**config.mk**
```make
export PLATFORM = sky130hd
export DESIGN_NAME = filter_addr_sequencer
export DESIGN_NICKNAME = d
export VERILOG_FILES = /design/src/rtl/filter_addr_sequencer.sv
export SDC_FILE = /design/constraint.sdc
export NUM_CORES = 1
export LEC_CHECK = 0
export BUFFER_PORTS_ARGS = -buffer_cell sky130_fd_sc_hd__buf_2
export CAP_MARGIN = 30
export CORE_MARGIN = 1.5
export CORE_UTILIZATION = 55
export DETAILED_ROUTE_END_ITERATION = 8
export PLACE_DENSITY_LB_ADDON = 0.1
export SLEW_MARGIN = 20
export SYNTH_ARGS = -nofsm -noshare
export SYNTH_HDL_FRONTEND = slang
export SYNTH_SLANG_ARGS = --single-unit
```
**constraint.sdc**
```tcl
create_clock -name clk -period 3.85 [get_ports clk]
set_input_delay 0.5775 -clock clk [delete_from_list [all_inputs] [get_ports clk]]
set_output_delay 0.5775 -clock clk [all_outputs]
set_load 0.005 [all_outputs]
```
**src/rtl/filter_addr_sequencer.sv**
```systemverilog
// rtl/filter_addr_sequencer.sv - filter bank element read-address sequencer
module filter_addr_sequencer #(
    parameter int ADDR_WIDTH        = 16,
    parameter int FILTER_SIZE_WIDTH = 4,
    parameter int FILTER_CNT_WIDTH  = 8
) (
    input  logic                        clk,
    input  logic                        rst,
    input  logic                        start,
    input  logic [ADDR_WIDTH-1:0]       base_addr,
    input  logic [FILTER_SIZE_WIDTH-1:0] filter_size,
    input  logic [FILTER_CNT_WIDTH-1:0] num_filters,
    input  logic                        interleaved_mode,
    input  logic                        next_filter,
    input  logic                        addr_ready,
    output logic                        addr_valid,
    output logic [ADDR_WIDTH-1:0]       addr,
    output logic                        last_elem,
    output logic [ADDR_WIDTH-1:0]       filter_start_addr,
    output logic [FILTER_CNT_WIDTH-1:0] filter_idx,
    output logic                        busy,
    output logic                        done
);

    localparam logic [1:0] ST_IDLE = 2'd0;
    localparam logic [1:0] ST_RUN  = 2'd1;
    localparam logic [1:0] ST_WAIT = 2'd2;
    localparam logic [1:0] ST_DONE = 2'd3;

    localparam logic [FILTER_SIZE_WIDTH-1:0] SIZE_ONE = 1;
    localparam logic [FILTER_CNT_WIDTH-1:0]  CNT_ONE  = 1;

    logic [1:0]                   state_q, state_d;
    logic [FILTER_SIZE_WIDTH-1:0] size_q, size_d;
    logic [FILTER_CNT_WIDTH-1:0]  num_q, num_d;
    logic                         inter_q, inter_d;
    logic [ADDR_WIDTH-1:0]        fs_q, fs_d;
    logic [ADDR_WIDTH-1:0]        fstart_q, fstart_d;
    logic [FILTER_CNT_WIDTH-1:0]  idx_q, idx_d;
    logic [FILTER_SIZE_WIDTH-1:0] e_q, e_d;

    logic [ADDR_WIDTH-1:0] size_ext;
    logic [ADDR_WIDTH-1:0] fs_new;
    logic [ADDR_WIDTH-1:0] e_ext;
    logic [ADDR_WIDTH-1:0] e_off;
    logic                  is_last;
    logic                  advance;

    // Filter stride is fixed at start so later input changes cannot disturb the pass.
    assign size_ext = ADDR_WIDTH'(filter_size);
    assign fs_new   = interleaved_mode ? (size_ext << 1) : size_ext;
    assign e_ext    = ADDR_WIDTH'(e_q);
    assign e_off    = inter_q ? (e_ext << 1) : e_ext;
    assign is_last  = (e_q == (size_q - SIZE_ONE));

    assign addr              = fstart_q + e_off;
    assign addr_valid        = (state_q == ST_RUN);
    assign last_elem         = (state_q == ST_RUN) && is_last;
    assign filter_start_addr = fstart_q;
    assign filter_idx        = idx_q;
    assign busy              = (state_q != ST_IDLE);
    assign done              = (state_q == ST_DONE);

    always_comb begin
        state_d  = state_q;
        size_d   = size_q;
        num_d    = num_q;
        inter_d  = inter_q;
        fs_d     = fs_q;
        fstart_d = fstart_q;
        idx_d    = idx_q;
        e_d      = e_q;
        advance  = 1'b0;

        case (state_q)
            ST_IDLE: begin
                if (start) begin
                    size_d   = filter_size;
                    num_d    = num_filters;
                    inter_d  = interleaved_mode;
                    fs_d     = fs_new;
                    fstart_d = base_addr;
                    idx_d    = '0;
                    e_d      = '0;
                    if (filter_size == '0 || num_filters == '0) begin
                        state_d = ST_DONE;
                    end else begin
                        state_d = ST_RUN;
                    end
                end
            end
            ST_RUN: begin
                // A skip request takes priority over a concurrent handshake.
                if (next_filter) begin
                    advance = 1'b1;
                end else if (addr_ready) begin
                    if (is_last) begin
                        state_d = ST_WAIT;
                    end else begin
                        e_d = e_q + SIZE_ONE;
                    end
                end
            end
            ST_WAIT: begin
                if (next_filter) begin
                    advance = 1'b1;
                end
            end
            default: begin
                state_d = ST_IDLE;
            end
        endcase

        if (advance) begin
            if (idx_q == (num_q - CNT_ONE)) begin
                state_d = ST_DONE;
            end else begin
                fstart_d = fstart_q + fs_q;
                idx_d    = idx_q + CNT_ONE;
                e_d      = '0;
                state_d  = ST_RUN;
            end
        end
    end

    always_ff @(posedge clk or negedge rst) begin
        if (!rst) begin
            state_q  <= ST_IDLE;
            size_q   <= '0;
            num_q    <= '0;
            inter_q  <= 1'b0;
            fs_q     <= '0;
            fstart_q <= '0;
            idx_q    <= '0;
            e_q      <= '0;
        end else begin
            state_q  <= state_d;
            size_q   <= size_d;
            num_q    <= num_d;
            inter_q  <= inter_d;
            fs_q     <= fs_d;
            fstart_q <= fstart_d;
            idx_q    <= idx_d;
            e_q      <= e_d;
        end
    end

endmodule

```
==> impl_metrics.py, run 1 <==
metrics = {
    "logic_synthesis": {
        "synthFlopType": "dfrtp_1",
        "synth_cell_types": 55,
        "synthTopCellsByArea": "dfrtp_1 34%, nand2_1 8.2%, ha_1 6.4%, xnor2_1 5.9%, o21ai_0 4.0%",
        "synth_seq_cells": 48,
        "synth_nets": 483,
        "syn_inst": 429,
        "synth_area_per_cell_um2": 8.25,
        "synth.largest_area_cell": "dfrtp_1",
        "yosys.cell_count.top_type": "nand2_1",
        "syn_area_um2": 3540,
        "synth_top_cells_by_count": "77 x nand2_1, 48 x dfrtp_1, 30 x nor2_1, 28 x o21ai_0",
        "ys_async_sr_fraction": 1.00,
        "synth_top_cell_area_share": 0.340,
        "synth_edf_count": 0,
        "seq_area_frac_synth": 0.340,
        "ys_warn_count": 0,
    },
    "clock_tree": {
        "clk_latency_ps": 310,
        "ctsHoldBuffers": 0,
        "cts_setup_buffers": 0,
        "cts_sinks": 48,
        "cts-htree-levels": 2,
        "cts_root_buf": "clkbuf_8",
        "postCtsResizedCells": 0,
        "cts_tree": "yes",
        "cts_inserted_buffers": 5,
        "clock_path_buffers": 2,
        "clk_pin_slew_ps": 90,
    },
    "placement": {
        "place_ws_ps": 708,
        "dp_cells": 568,
        "io_buffers": 77,
        "dpl.hpwl_um": 6580,
        "place.gp.congestion": 0.787,
    },
    "sta": {
        "fmax_mhz": 283,
        "holdWs_ps": 200,
        "tightestPinTransition_ps": 764,
        "rsz0062_at_grt": "false",
        "min_period_over_period": 0.918,
        "report.final.slew_viol_count": 0,
        "maxSlewHeadroom": 0.489,
        "finalSetupViolCount": 0,
        "worst_slack_ps": 316,
        "setup_tns_ps": 0,
        "finClkSkew_ps": 7.62,
        "period_minus_slack_ps": 3530,
        "finalHoldViolations": 0,
    },
    "detailed_routing": {
        "finalWirelength_um": 8680,
        "drcViolationCount": 0,
        "vias": 3249,
        "via_per_inst": 5.64,
        "post_drt_wl_per_cell_um": 15.1,
        "initialDrtViolationCount": 156,
        "postRouteAntennaNets": 0,
        "drt-pass1-iter-count": 5,
    },
    "run_status": {
        "outcome": "complete, no violations",
    },
    "floorplan": {
        "initial_utilization": 0.563,
        "row_count": 29,
        "die_h_um": 83.2,
        "core_um2": 6280,
        "io_pins": 78,
        "design.die.area_um2": 6920,
        "die_w_um": 83.2,
    },
    "final_layout": {
        "nNetsFinal": 552,
        "num_antenna_cells": 0,
        "seq_area_um2": 1200,
        "syn2layout_area_growth_pct": 15.2,
        "stdcell_count": 576,
        "fillers": 576,
        "multiInputGateArea_um2": 2150,
        "drive_gt1_frac": 0.204,
    },
    "setup_path": {
        "critical_path_class": "register to primary output",
        "critPathArrivalTime_ps": 2960,
        "worst-endpoint-required_ps": 3270,
        "start_kind": "register",
        "endpoint_kind": "primary output",
        "crit_fanout": 7,
    },
    "grt": {
        "grt_antenna_before_repair": 0,
        "grt.overflow.total": 0,
        "first_global_vias": 3036,
        "grt_pass1_wl_um": 14300,
        "grt_usage": 0.255,
        "grt_max_degree": 30,
    },
    "power_and_ir_drop": {
        "p_leak_uw": 0.00201,
        "pwr_density_cell_nw_per_um2": 794,
        "vdd_ir_drop_max_mv": 0.399,
        "power_uw": 3240,
    },
    "run": {
        "cap_violations": 0,
    },
    "worst_hold_path": {
        "hold_path_class": "input port to asynchronous set/reset pin",
    },
}
## power breakdown
| part | leakage, uW | internal (uW) | switching, uW |
|---|---|---|---|
| Sequential | 0.000596 | 718 | 319 |
| Clock | 0.0000552 | 193 | 175 |
| Combinational | 0.00135 | 856 | 976 |
## kinds of logic (layout without fill, tap and decap cells)
| kind of cell | Yosys count | after routing | synth area share |
|---|---|---|---|
| adders and majority gates | 20 | 20 | 0.0750 |
| AOI/OAI and AO/OA | 85 | 85 | 0.156 |
| xor gates and xnor gates | 36 | 36 | 0.0891 |
| muxes | 15 | 15 | 0.0449 |
| and+or+nand+nor | 180 | 180 | 0.242 |
| buffers and inverters | 45 | 115 | 0.0531 |
| DFF | 48 | 48 | 0.340 |
## area by class of cell
| class | instances | area share |
|---|---|---|
| multi-input combinational | 336 | 0.528 |
| sequential | 48 | 0.295 |
| timing repair buffer | 83 | 0.106 |
| tap | 77 | 0.0236 |
| inverter | 24 | 0.0221 |
| clock buffer | 6 | 0.0178 |
| clock inverter | 2 | 0.00859 |
## per-layer routing
layer  GRT usage  wire, um  vias to the layer above  share of wire
met2       0.414      3990                      103           0.46
met1       0.349      3980                     1514           0.46
met3      0.0437       534                       19          0.061
met4      0.0803       184                        0          0.021
met5           0         0                        -              0
li1            -         -                     1613              -
## cells in the final DEF (no fill, tap or decap), types with 2 or more instances in the layout
master	instances
nor3_1	7
nand2_1	77
nand2b_1	2
and2_1	2
or3_1	3
nor4_1	4
mux2i_1	11
nor2b_1	8
clkbuf_8	5
xor2_1	12
nand4_1	2
and3_1	8
a22oi_1	2
buf_2	77
nand4b_1	2
nor2_1	29
dfrtp_1	48
or3b_1	2
a21o_1	4
or4_1	3
o21a_1	5
or2_2	3
a21oi_1	15
a31oi_1	8
mux2_2	3
o311a_1	3
ha_1	18
o21bai_1	5
xnor2_1	24
o21ai_0	28
fa_1	2
buf_4	6
o211ai_1	4
inv_1	24
nand3_1	19
and4_1	2
o21ai_1	2
## worst max-delay path, cell delays in order, from the launching register on
cell and delay, ps:
dfrtp_1 490, nor2b_1 180, ha_1 180, inv_1 60, fa_1 390, nor2b_1 140
o21ai_0 110, a21boi_0 270, o21a_1 260, nand2_1 100, nor3_1 190, xor2_1 150
buf_2 120
## registers in the layout (all words and copies together), names as in the netlist
register,count
filter_idx,8
filter_start_addr,16
e_q,4
state_q,2
fs_q,5
inter_q,1
num_q,8
size_q,4
## stage by stage
step                utilization  area (um2)
finish                    0.649        4080
floorplan                     -        3540
CTS                       0.649        4080
global placement          0.632        3970
global route              0.649        4080
detailed placement        0.632        3970
## final timing paths
kind,depth (start not counted),slack [ps],to,start
worst max-delay path,12,320,addr[14],e_q[0]$_DFF_PN0_
worst min-delay path,1,200,filter_idx[6]$_DFF_PN0_,rst
worst max register to register,8,1050,filter_idx[2]$_DFF_PN0_,num_q[2]$_DFFE_PN0P_
worst min register to register,2,500,size_q[3]$_DFFE_PN0P_,size_q[3]$_DFFE_PN0P_
max in group asynchronous,2,2880,e_q[0]$_DFF_PN0_,rst
min in group clk,3,480,num_q[2]$_DFFE_PN0P_,num_filters[2]
(Power assumes the default switching activity.)
==> inputs of run 2 (changes only) <==
--- a/config.mk
+++ b/config.mk
@@ -10,7 +10,7 @@
 export CORE_MARGIN = 1.5
 export CORE_UTILIZATION = 55
 export DETAILED_ROUTE_END_ITERATION = 8
-export PLACE_DENSITY_LB_ADDON = 0.1
+export PLACE_DENSITY = 0.81
 export SLEW_MARGIN = 20
 export SYNTH_ARGS = -nofsm -noshare
 export SYNTH_HDL_FRONTEND = slang
==> run 2 against run 1 <==
Combinational power barely moved. Via count rose by 3.2%. Sequential cell count did not move. Non-clock buffer count fell by 1. Register-to-register slack got worse by 20 ps. Sequential share of layout area barely moved. Global-route usage rose by 1.1 points. Critical path depth did not move. Largest cell class unchanged. Highest routed layer unchanged.
==> impl_metrics.py, run 2 (synthesized netlist as in run 1, its figures left out) <==
metrics = {
    "run_status": {
        "outcome": "complete, no violations",
    },
    "floorplan": {
        "design.die.area_um2": 6920,
        "initial_utilization": 0.563,
        "row_count": 29,
        "die_h_um": 83.2,
        "die_w_um": 83.2,
        "io_pins": 78,
        "core_um2": 6280,
    },
    "clock_tree": {
        "cts_setup_buffers": 0,
        "cts_tree": "yes",
        "postCtsResizedCells": 0,
        "cts_inserted_buffers": 5,
        "cts_root_buf": "clkbuf_8",
        "clock_path_buffers": 2,
        "clk_pin_slew_ps": 90,
        "cts-htree-levels": 2,
        "ctsHoldBuffers": 0,
        "clk_latency_ps": 310,
        "cts_sinks": 48,
    },
    "placement": {
        "io_buffers": 77,
        "dpl.hpwl_um": 6640,
        "place.gp.congestion": 0.839,
        "place_ws_ps": 680,
    },
    "power_and_ir_drop": {
        "vdd_ir_drop_max_mv": 0.430,
        "p_leak_uw": 0.00201,
        "pwr_density_cell_nw_per_um2": 798,
    },
    "sta": {
        "fmax_mhz": 282,
        "rsz0062_at_grt": "false",
        "finalHoldViolations": 0,
        "maxSlewHeadroom": 0.542,
        "worst_slack_ps": 304,
        "finClkSkew_ps": 9.64,
        "report.final.slew_viol_count": 0,
        "setup_tns_ps": 0,
        "finalSetupViolCount": 0,
        "holdWs_ps": 260,
        "min_period_over_period": 0.921,
        "period_minus_slack_ps": 3550,
        "tightestPinTransition_ps": 686,
    },
    "setup_path": {
        "worst-endpoint-required_ps": 3270,
        "endpoint_kind": "primary output",
        "critical_path.top_delay_family": "simple AND/OR/NAND/NOR gates",
        "slowest_delay_ps": 480,
        "crit_slowest_cell": "dfrtp_1",
        "critPathArrivalTime_ps": 2970,
        "start_kind": "register",
        "critPathBufInv": 2,
        "critical_path_class": "register to primary output",
        "crit_fanout": 7,
        "cp_common_cell": "nor2b_1",
        "reg2reg_slack_ps": 1030,
        "cp_cell_sequence": "nor2b_1 -> ha_1 -> inv_1 -> fa_1 -> nor2b_1 -> o21ai_0 -> a21boi_0 -> o21a_1 -> nand2_1 -> nor3_1 -> xor2_1 -> buf_2",
    },
    "detailed_routing": {
        "initialDrtViolationCount": 221,
        "drt-pass1-iter-count": 4,
        "finalWirelength_um": 8860,
        "post_drt_wl_per_cell_um": 15.4,
        "via_per_inst": 5.83,
        "vias": 3354,
        "postRouteAntennaNets": 0,
        "drcViolationCount": 0,
    },
    "worst_hold_path": {
        "hold_path_class": "input port to asynchronous set/reset pin",
    },
    "grt": {
        "grt.overflow.total": 0,
        "grt_pass1_wl_um": 15200,
        "first_global_vias": 3354,
        "grt_max_degree": 40,
        "grt_antenna_before_repair": 0,
        "grt_usage": 0.265,
    },
    "final_layout": {
        "fillers": 539,
        "syn2layout_area_growth_pct": 15.4,
        "largest_reg_flops": 16,
        "multiInputGateArea_um2": 2150,
        "drive_gt1_frac": 0.203,
        "nNetsFinal": 551,
        "num_antenna_cells": 0,
        "mostFrequentLayoutCells": "77 x nand2_1, 77 x buf_2, 48 x dfrtp_1",
        "seq_area_um2": 1200,
    },
    "run": {
        "cap_violations": 0,
    },
}
==> run 2: worst paths after layout <==
path                       depth (start not counted)                             end                  start
max in group asynchronous                          2             fs_q[2]$_DFFE_PN0P_                    rst
max                                               12                        addr[14]       e_q[0]$_DFF_PN0_
max reg2reg                                       10  filter_start_addr[3]$_DFF_PN0_   num_q[0]$_DFFE_PN0P_
min                                                1  filter_start_addr[8]$_DFF_PN0_                    rst
min reg2reg                                        2           size_q[3]$_DFFE_PN0P_  size_q[3]$_DFFE_PN0P_
min in group clk                                   3            num_q[2]$_DFFE_PN0P_         num_filters[2]
==> run 2: metal layers <==
layer | track usage | part of all wire
met1 | 0.345 | 0.44
met2 | 0.440 | 0.48
met3 | 0.0487 | 0.057
met4 | 0.105 | 0.022
met5 | 0 | 0
==> run 2: report_power, final <==
| group | switching (uW) | internal (uW) |
|---|---|---|
| logic | 997 | 853 |
| clock network | 175 | 193 |
| registers | 323 | 718 |
| total | 1500 | 1760 |
==> run 2: area by class of cell <==
cell class	count	share of cell area
Tap cell	77	0.0236
Sequential cell	48	0.294
Inverter	24	0.0221
Multi-Input combinational cell	336	0.527
Clock inverter	2	0.00858
Clock buffer	6	0.0178
Timing Repair Buffer	82	0.107
==> run 2: through the flow <==
step | cells | power [uW] | area [um2] | utilization
3_3_place_gp | 566 | 2780 | 3950 | 0.630
2_1_floorplan | 429 | 2300 | 3540 | -
3_5_place_dp | 567 | 2880 | 3970 | 0.633
4_1_cts | 575 | 3250 | 4080 | 0.650
5_1_grt | 575 | 3540 | 4080 | 0.650
6_report | 575 | 3260 | 4080 | 0.650
